$ cat src/rtl/serial_add_pkg.sv
// Shared types and helpers for the bit-serial adder controller.
package serial_add_pkg;

    // Fixed state encodings
    localparam logic [1:0] IDLE = 2'b00;
    localparam logic [1:0] RUN  = 2'b01;
    localparam logic [1:0] DONE = 2'b10;

    typedef enum logic [1:0] {
        StIdle = IDLE,
        StRun  = RUN,
        StDone = DONE
    } state_e;

    // Bit-counter width: enough to count 0..width-1
    function automatic int unsigned cnt_width(input int unsigned width);
        return (width < 2) ? 1 : $clog2(width);
    endfunction

endpackage

$ cat src/rtl/serial_add_ctrl_if.sv
// Requester-side handshake and operand/result bundle for serial_add_ctrl.
interface serial_add_ctrl_if #(
    parameter int unsigned WIDTH = 8
);
    logic             start;
    logic [WIDTH-1:0] a;
    logic [WIDTH-1:0] b;
    logic             busy;
    logic             done;
    logic [WIDTH-1:0] sum;
    logic             cout;

    modport master (
        output start, a, b,
        input  busy, done, sum, cout
    );

    modport slave (
        input  start, a, b,
        output busy, done, sum, cout
    );
endinterface

$ cat src/rtl/full_adder_bit.sv
// Shared one-bit full adder: two half adders plus an OR for the carry.
module full_adder_bit (
    input  logic a_i,
    input  logic b_i,
    input  logic c_i,
    output logic sum_o,
    output logic cout_o
);
    logic s0, c0, c1;

    halfadder u_ha0 (
        .a_i     (a_i),
        .b_i     (b_i),
        .sum_o   (s0),
        .carry_o (c0)
    );

    halfadder u_ha1 (
        .a_i     (s0),
        .b_i     (c_i),
        .sum_o   (sum_o),
        .carry_o (c1)
    );

    // At most one of the two partial carries can be set
    assign cout_o = c0 | c1;
endmodule

$ cat src/rtl/halfadder.sv
// One-bit half adder.
module halfadder (
    input  logic a_i,
    input  logic b_i,
    output logic sum_o,
    output logic carry_o
);
    assign sum_o   = a_i ^ b_i;
    assign carry_o = a_i & b_i;
endmodule

$ cat src/rtl/serial_add_ctrl.sv
// Bit-serial adder controller: adds two WIDTH-bit operands LSB first,
// one bit per clock, through a single shared full-adder cell.
module serial_add_ctrl
    import serial_add_pkg::*;
#(
    parameter int unsigned WIDTH = 8
) (
    input logic              clk,
    input logic              rst,
    serial_add_ctrl_if.slave bus
);
    localparam int unsigned CntW = cnt_width(WIDTH);

    state_e            state_q, state_d;
    logic [CntW-1:0]   cnt_q, cnt_d;
    logic [WIDTH-1:0]  a_sr_q, a_sr_d;
    logic [WIDTH-1:0]  b_sr_q, b_sr_d;
    logic [WIDTH-1:0]  ps_q, ps_d;
    logic [WIDTH-1:0]  sum_q, sum_d;
    logic              c_q, c_d;
    logic              cout_q, cout_d;
    logic              fa_sum, fa_cout;
    logic              load;
    logic              last_bit;

    full_adder_bit u_fa (
        .a_i    (a_sr_q[0]),
        .b_i    (b_sr_q[0]),
        .c_i    (c_q),
        .sum_o  (fa_sum),
        .cout_o (fa_cout)
    );

    assign last_bit = (cnt_q == CntW'(WIDTH - 1));

    // Next-state: FSM, operand shift, carry, partial sum and result capture
    always_comb begin
        state_d = state_q;
        cnt_d   = cnt_q;
        a_sr_d  = a_sr_q;
        b_sr_d  = b_sr_q;
        ps_d    = ps_q;
        sum_d   = sum_q;
        c_d     = c_q;
        cout_d  = cout_q;
        load    = 1'b0;

        unique case (state_q)
            StIdle: begin
                load = bus.start;
            end
            StRun: begin
                a_sr_d = a_sr_q >> 1;
                b_sr_d = b_sr_q >> 1;
                c_d    = fa_cout;
                ps_d   = {fa_sum, ps_q[WIDTH-1:1]};
                if (last_bit) begin
                    // Counter holds at WIDTH-1; it never wraps within a transaction
                    state_d = StDone;
                    sum_d   = {fa_sum, ps_q[WIDTH-1:1]};
                    cout_d  = fa_cout;
                end else begin
                    cnt_d = cnt_q + 1'b1;
                end
            end
            StDone: begin
                // Back-to-back accept skips IDLE
                load = bus.start;
                if (!bus.start) begin
                    state_d = StIdle;
                end
            end
            default: begin
                state_d = StIdle;
            end
        endcase

        if (load) begin
            state_d = StRun;
            a_sr_d  = bus.a;
            b_sr_d  = bus.b;
            ps_d    = '0;
            c_d     = 1'b0;
            cnt_d   = '0;
        end
    end

    // State register with asynchronous reset
    always_ff @(posedge clk or posedge rst) begin
        if (rst) begin
            state_q <= StIdle;
            cnt_q   <= '0;
            a_sr_q  <= '0;
            b_sr_q  <= '0;
            ps_q    <= '0;
            sum_q   <= '0;
            c_q     <= 1'b0;
            cout_q  <= 1'b0;
        end else begin
            state_q <= state_d;
            cnt_q   <= cnt_d;
            a_sr_q  <= a_sr_d;
            b_sr_q  <= b_sr_d;
            ps_q    <= ps_d;
            sum_q   <= sum_d;
            c_q     <= c_d;
            cout_q  <= cout_d;
        end
    end

    assign bus.busy = (state_q == StRun);
    assign bus.done = (state_q == StDone);
    assign bus.sum  = sum_q;
    assign bus.cout = cout_q;
endmodule

$ cat src/flat_wrapper.sv
// flat-port wrapper written by rule: the top's interface ports become plain ports
module serial_add_ctrl_flat import serial_add_pkg::*;
#(
    parameter int unsigned WIDTH = 8
)
  (clk, rst, bus_start, bus_a, bus_b, bus_busy, bus_done, bus_sum, bus_cout);
  serial_add_ctrl_if #(.WIDTH(WIDTH)) bus_i ();
  input logic clk;
  input logic rst;
  input wire logic [$bits(bus_i.start)-1:0] bus_start;
  input wire logic [$bits(bus_i.a)-1:0] bus_a;
  input wire logic [$bits(bus_i.b)-1:0] bus_b;
  output wire logic [$bits(bus_i.busy)-1:0] bus_busy;
  output wire logic [$bits(bus_i.done)-1:0] bus_done;
  output wire logic [$bits(bus_i.sum)-1:0] bus_sum;
  output wire logic [$bits(bus_i.cout)-1:0] bus_cout;
  assign bus_i.start = bus_start;
  assign bus_i.a = bus_a;
  assign bus_i.b = bus_b;
  assign bus_busy = bus_i.busy;
  assign bus_done = bus_i.done;
  assign bus_sum = bus_i.sum;
  assign bus_cout = bus_i.cout;
  serial_add_ctrl #(.WIDTH(WIDTH)) u_core (.clk(clk), .rst(rst), .bus(bus_i));
endmodule
$ cat config.mk
export PLATFORM = sky130hd
export DESIGN_NAME = serial_add_ctrl_flat
export DESIGN_NICKNAME = d
export VERILOG_FILES = /design/src/rtl/serial_add_pkg.sv /design/src/rtl/serial_add_ctrl_if.sv /design/src/rtl/full_adder_bit.sv /design/src/rtl/halfadder.sv /design/src/rtl/serial_add_ctrl.sv /design/src/flat_wrapper.sv
export SDC_FILE = /design/constraint.sdc
export NUM_CORES = 1
export LEC_CHECK = 0
export BUFFER_PORTS_ARGS = -buffer_cell sky130_fd_sc_hd__buf_4
export CORE_MARGIN = 2
export CORE_UTILIZATION = 50
export DETAILED_ROUTE_END_ITERATION = 7
export PLACE_DENSITY = 0.72
export SYNTH_ARGS = -nofsm -noshare
export SYNTH_HDL_FRONTEND = slang
export SYNTH_HIERARCHICAL = 1
export SYNTH_SLANG_ARGS = --single-unit
$ cat constraint.sdc
create_clock -name clk -period 2.3 [get_ports clk]
set_input_delay 0.23 -clock clk [delete_from_list [all_inputs] [get_ports clk]]
set_output_delay 0.23 -clock clk [all_outputs]
set_load 0.02 [all_outputs]
==> summary.txt <==
Timing
  • FMAX: 0.587 GHz
  • Final setup vio count: 0
  • Post-layout minimum cycle time: 1.70 ns
  • Fin. Hold Viols: 0
  • Period utilization: 0.741
  • RSZ-0062 raised after global routing: false
  • Slew Viols, Final: 0
  • Hold_ws: 0.121 ns
  • Setup TNS: 0 ns
  • Rel. slew slack: 0.684
  • Worst Slack Setup Final: 0.597 ns
  • Clock Skew: 0.0159 ns
  • Worst slew pin tran: 0.474 ns

Drt
  • Top layer reached by signal wires: met4
  • Average routed wire per standard cell: 13.1 µm
  • Vias per cell: 5.16
  • Final WL: 3000 µm
  • DRC viols: 0
  • Pre-antenna DRT Iters: 4
  • DRT iter0 DRCs: 81
  • Antenna-violating nets left: 0
  • Routed wl met3: 106 µm
  • Wire length on met2: 1490 µm
  • Metal-1 WL: 1370 µm
  • Vias post-DR: 1177

Finish
  • Most frequent cells in the layout: dfrtp_1 (38), buf_4 (32), mux2_2 (17), inv_1 (16)
  • Number of nets in the layout: 204
  • Area Growth Syn to Fin: 19.3%
  • N_diodes: 0
  • Design area: 2070 µm²
  • Fill count: 295
  • Ratio of cells with drive above 1 in the final layout: 0.330
  • Most common cell after layout, fill and taps aside: dfrtp_1

Power
  • Pleak: 1.03 nW
  • Sw Share: 0.343
  • P_int: 1.80 mW
  • Peak VDD IR: 0.486 mV
  • Combinational group share of total power: 0.421
  • Power density cells: 1320 nW/µm²
  • Reg power frac: 0.421
  • Psw: 0.940 mW
  • Clk pwr share: 0.158

Critical path
  • CP startpoint kind: flop
  • CP delay by family, top: adder cells
  • Critical path cell sequence: ha_1, ha_1, or2_4, mux2_4, a22o_1
  • Slowest CP cell: dfrtp_1
  • Bufs and invs on worst path: 0
  • Setup CP Type: reg -> reg
  • CP required: 2.53 ns
  • R2r setup slk: 0.60 ns
  • Maximum fanout along the worst path: 4
  • Most frequent CP cell: ha_1
  • Worst EP arrival: 1.93 ns
  • Max incr delay on CP: 0.42 ns
  • CP Capture Type: flop

Run status
  • Status: finished clean

Hold path
  • Worst hold path class: in -> reg

Clock network
  • CTS buffer count: 5
  • CTS tree: yes
  • H-tree Lvls: 2
  • Worst-case clock buffer depth: 2
  • TritonCTS Sinks: 38
  • Clock slew at reported path FFs: 0.11 ns
  • Root Buffer: clkbuf_4
  • Setup Buffers After CTS: 0
  • Worst-skew pair later-pin latency: 0.33 ns

GRT
  • Initial antenna violation count: 0
  • First-pass GRT wire length: 5420 µm
  • Vias in the first global route: 1220
  • Largest net degree at the start of global routing: 39
  • GRT overflow: 0
  • Gr usage total: 0.178

Die
  • Die H: 62.9 µm
  • Core footprint: 3340 µm²
  • Die ar.: 3960 µm²
  • Initial core utilization: 0.520
  • FP Rows: 21
  • Ports: 30
  • Die width: 62.9 µm

Logic synthesis
  • Yosys reg bits: 38
  • Avg Inst Size Synth: 11.6 µm²
  • Area leader, netlist: dfrtp_1
  • Post-Syn Nets: 173
  • Syn Std Cell Area: 1730 µm²
  • Sequential cell area fraction in the yosys report: 0.548
  • Synth cell types: 26
  • Syn. warnings: 6
  • Synth area leaders: dfrtp_1 (55%), mux2_2 (11%), o22ai_1 (4.7%)
  • Synthesized instance count: 150
  • Post-synth top area share: 0.548

Placed design
  • IO Port Bufs: 29
  • Global placer's final weighted congestion: 0.685
  • Post-DP HPWL: 2090 µm
  • Placed instance area: 1980 µm²
  • Post-place setup slack: 0.587 ns

Flow run
  • Max-cap viol count: 0
==> synthesized netlist by cell type (all sizes together) <==
cell type,n
a21o,1
a21oi,13
a221o,2
a22o,7
buf,7
clkbuf,2
dfrtp,38
ha,4
inv,16
mux2,18
mux2i,2
nand2,7
nand2b,5
nand3,2
nor2,3
nor2b,2
o21ai,5
o22ai,13
or2,2
xnor2,1
==> flip-flops by register name (all words and copies together) (netlist names) <==
signal and flops:
u_core/bus.sum 8, u_core/b_sr_q 8, u_core/a_sr_q 8, u_core/cnt_q 3, u_core/state_q 2, u_core/c_q 1, u_core/bus.cout 1, u_core/ps_q 7
==> repair_timing <==
| item | in CTS | in global routing |
|---|---|---|
| hold buffers | 1 | 0 |
| resized for setup | 0 | 0 |
| endpoints found under the hold margin | 16 | 0 |
==> routing by layer <==
metal,global-route usage,vias up
li1,-,587
met1,0.221,570
met2,0.287,18
met3,0.0595,2
met4,0.0667,0
met5,0,-
==> cell families after synthesis <==
group | Yosys count | share of synthesized area
XOR/XNOR | 1 | 0.00505
AO/OA/AOI/OAI | 41 | 0.150
buffers and inverters | 25 | 0.0628
adder cells (fa/ha/maj) | 4 | 0.0289
multiplexers | 20 | 0.131
flip-flops | 38 | 0.548
AND/OR/NAND/NOR | 21 | 0.0743
==> metrics by stage <==
step	util	total power, mW	std cells
final	0.620	2.74	228
after global routing	0.620	2.98	228
after CTS	0.620	2.78	228
after detailed placement	0.594	2.34	219
after global placement	0.594	2.27	219
after floorplan	-	2.02	150
==> worst paths after layout <==
check | start | endpoint | cells after the start
worst max-delay path | u_core/cnt_q[0] | u_core/cnt_q[2] | 5
worst max register to register | u_core/cnt_q[0] | u_core/cnt_q[2] | 5
worst min register to register | u_core/bus.sum[1] | u_core/bus.sum[1] | 1
max in group asynchronous | rst | u_core/bus.sum[0] | 4
worst min-delay path | bus_b[6] | u_core/b_sr_q[6] | 2
min in group asynchronous | rst | u_core/bus.sum[4] | 4
==> power by group through the flow <==
stage	clock (mW)	combinational (mW)	sequential, mW
after global placement	0	1.12	1.15
after detailed placement	0	1.17	1.17
after global routing	0.490	1.29	1.20
after CTS	0.457	1.17	1.15
after floorplan	0	0.832	1.19
final	0.433	1.15	1.15
==> cell type report <==
cell class	count	area, µm²	share of cell area
sequential	38	951	0.460
multi-input combinational	87	674	0.326
timing repair buffer	33	250	0.121
inverter	16	60.1	0.0290
tap	46	57.6	0.0278
clock buffer	7	45.0	0.0218
clock inverter	1	30.0	0.0145
Note: power is estimated with default switching activity, not from simulation.
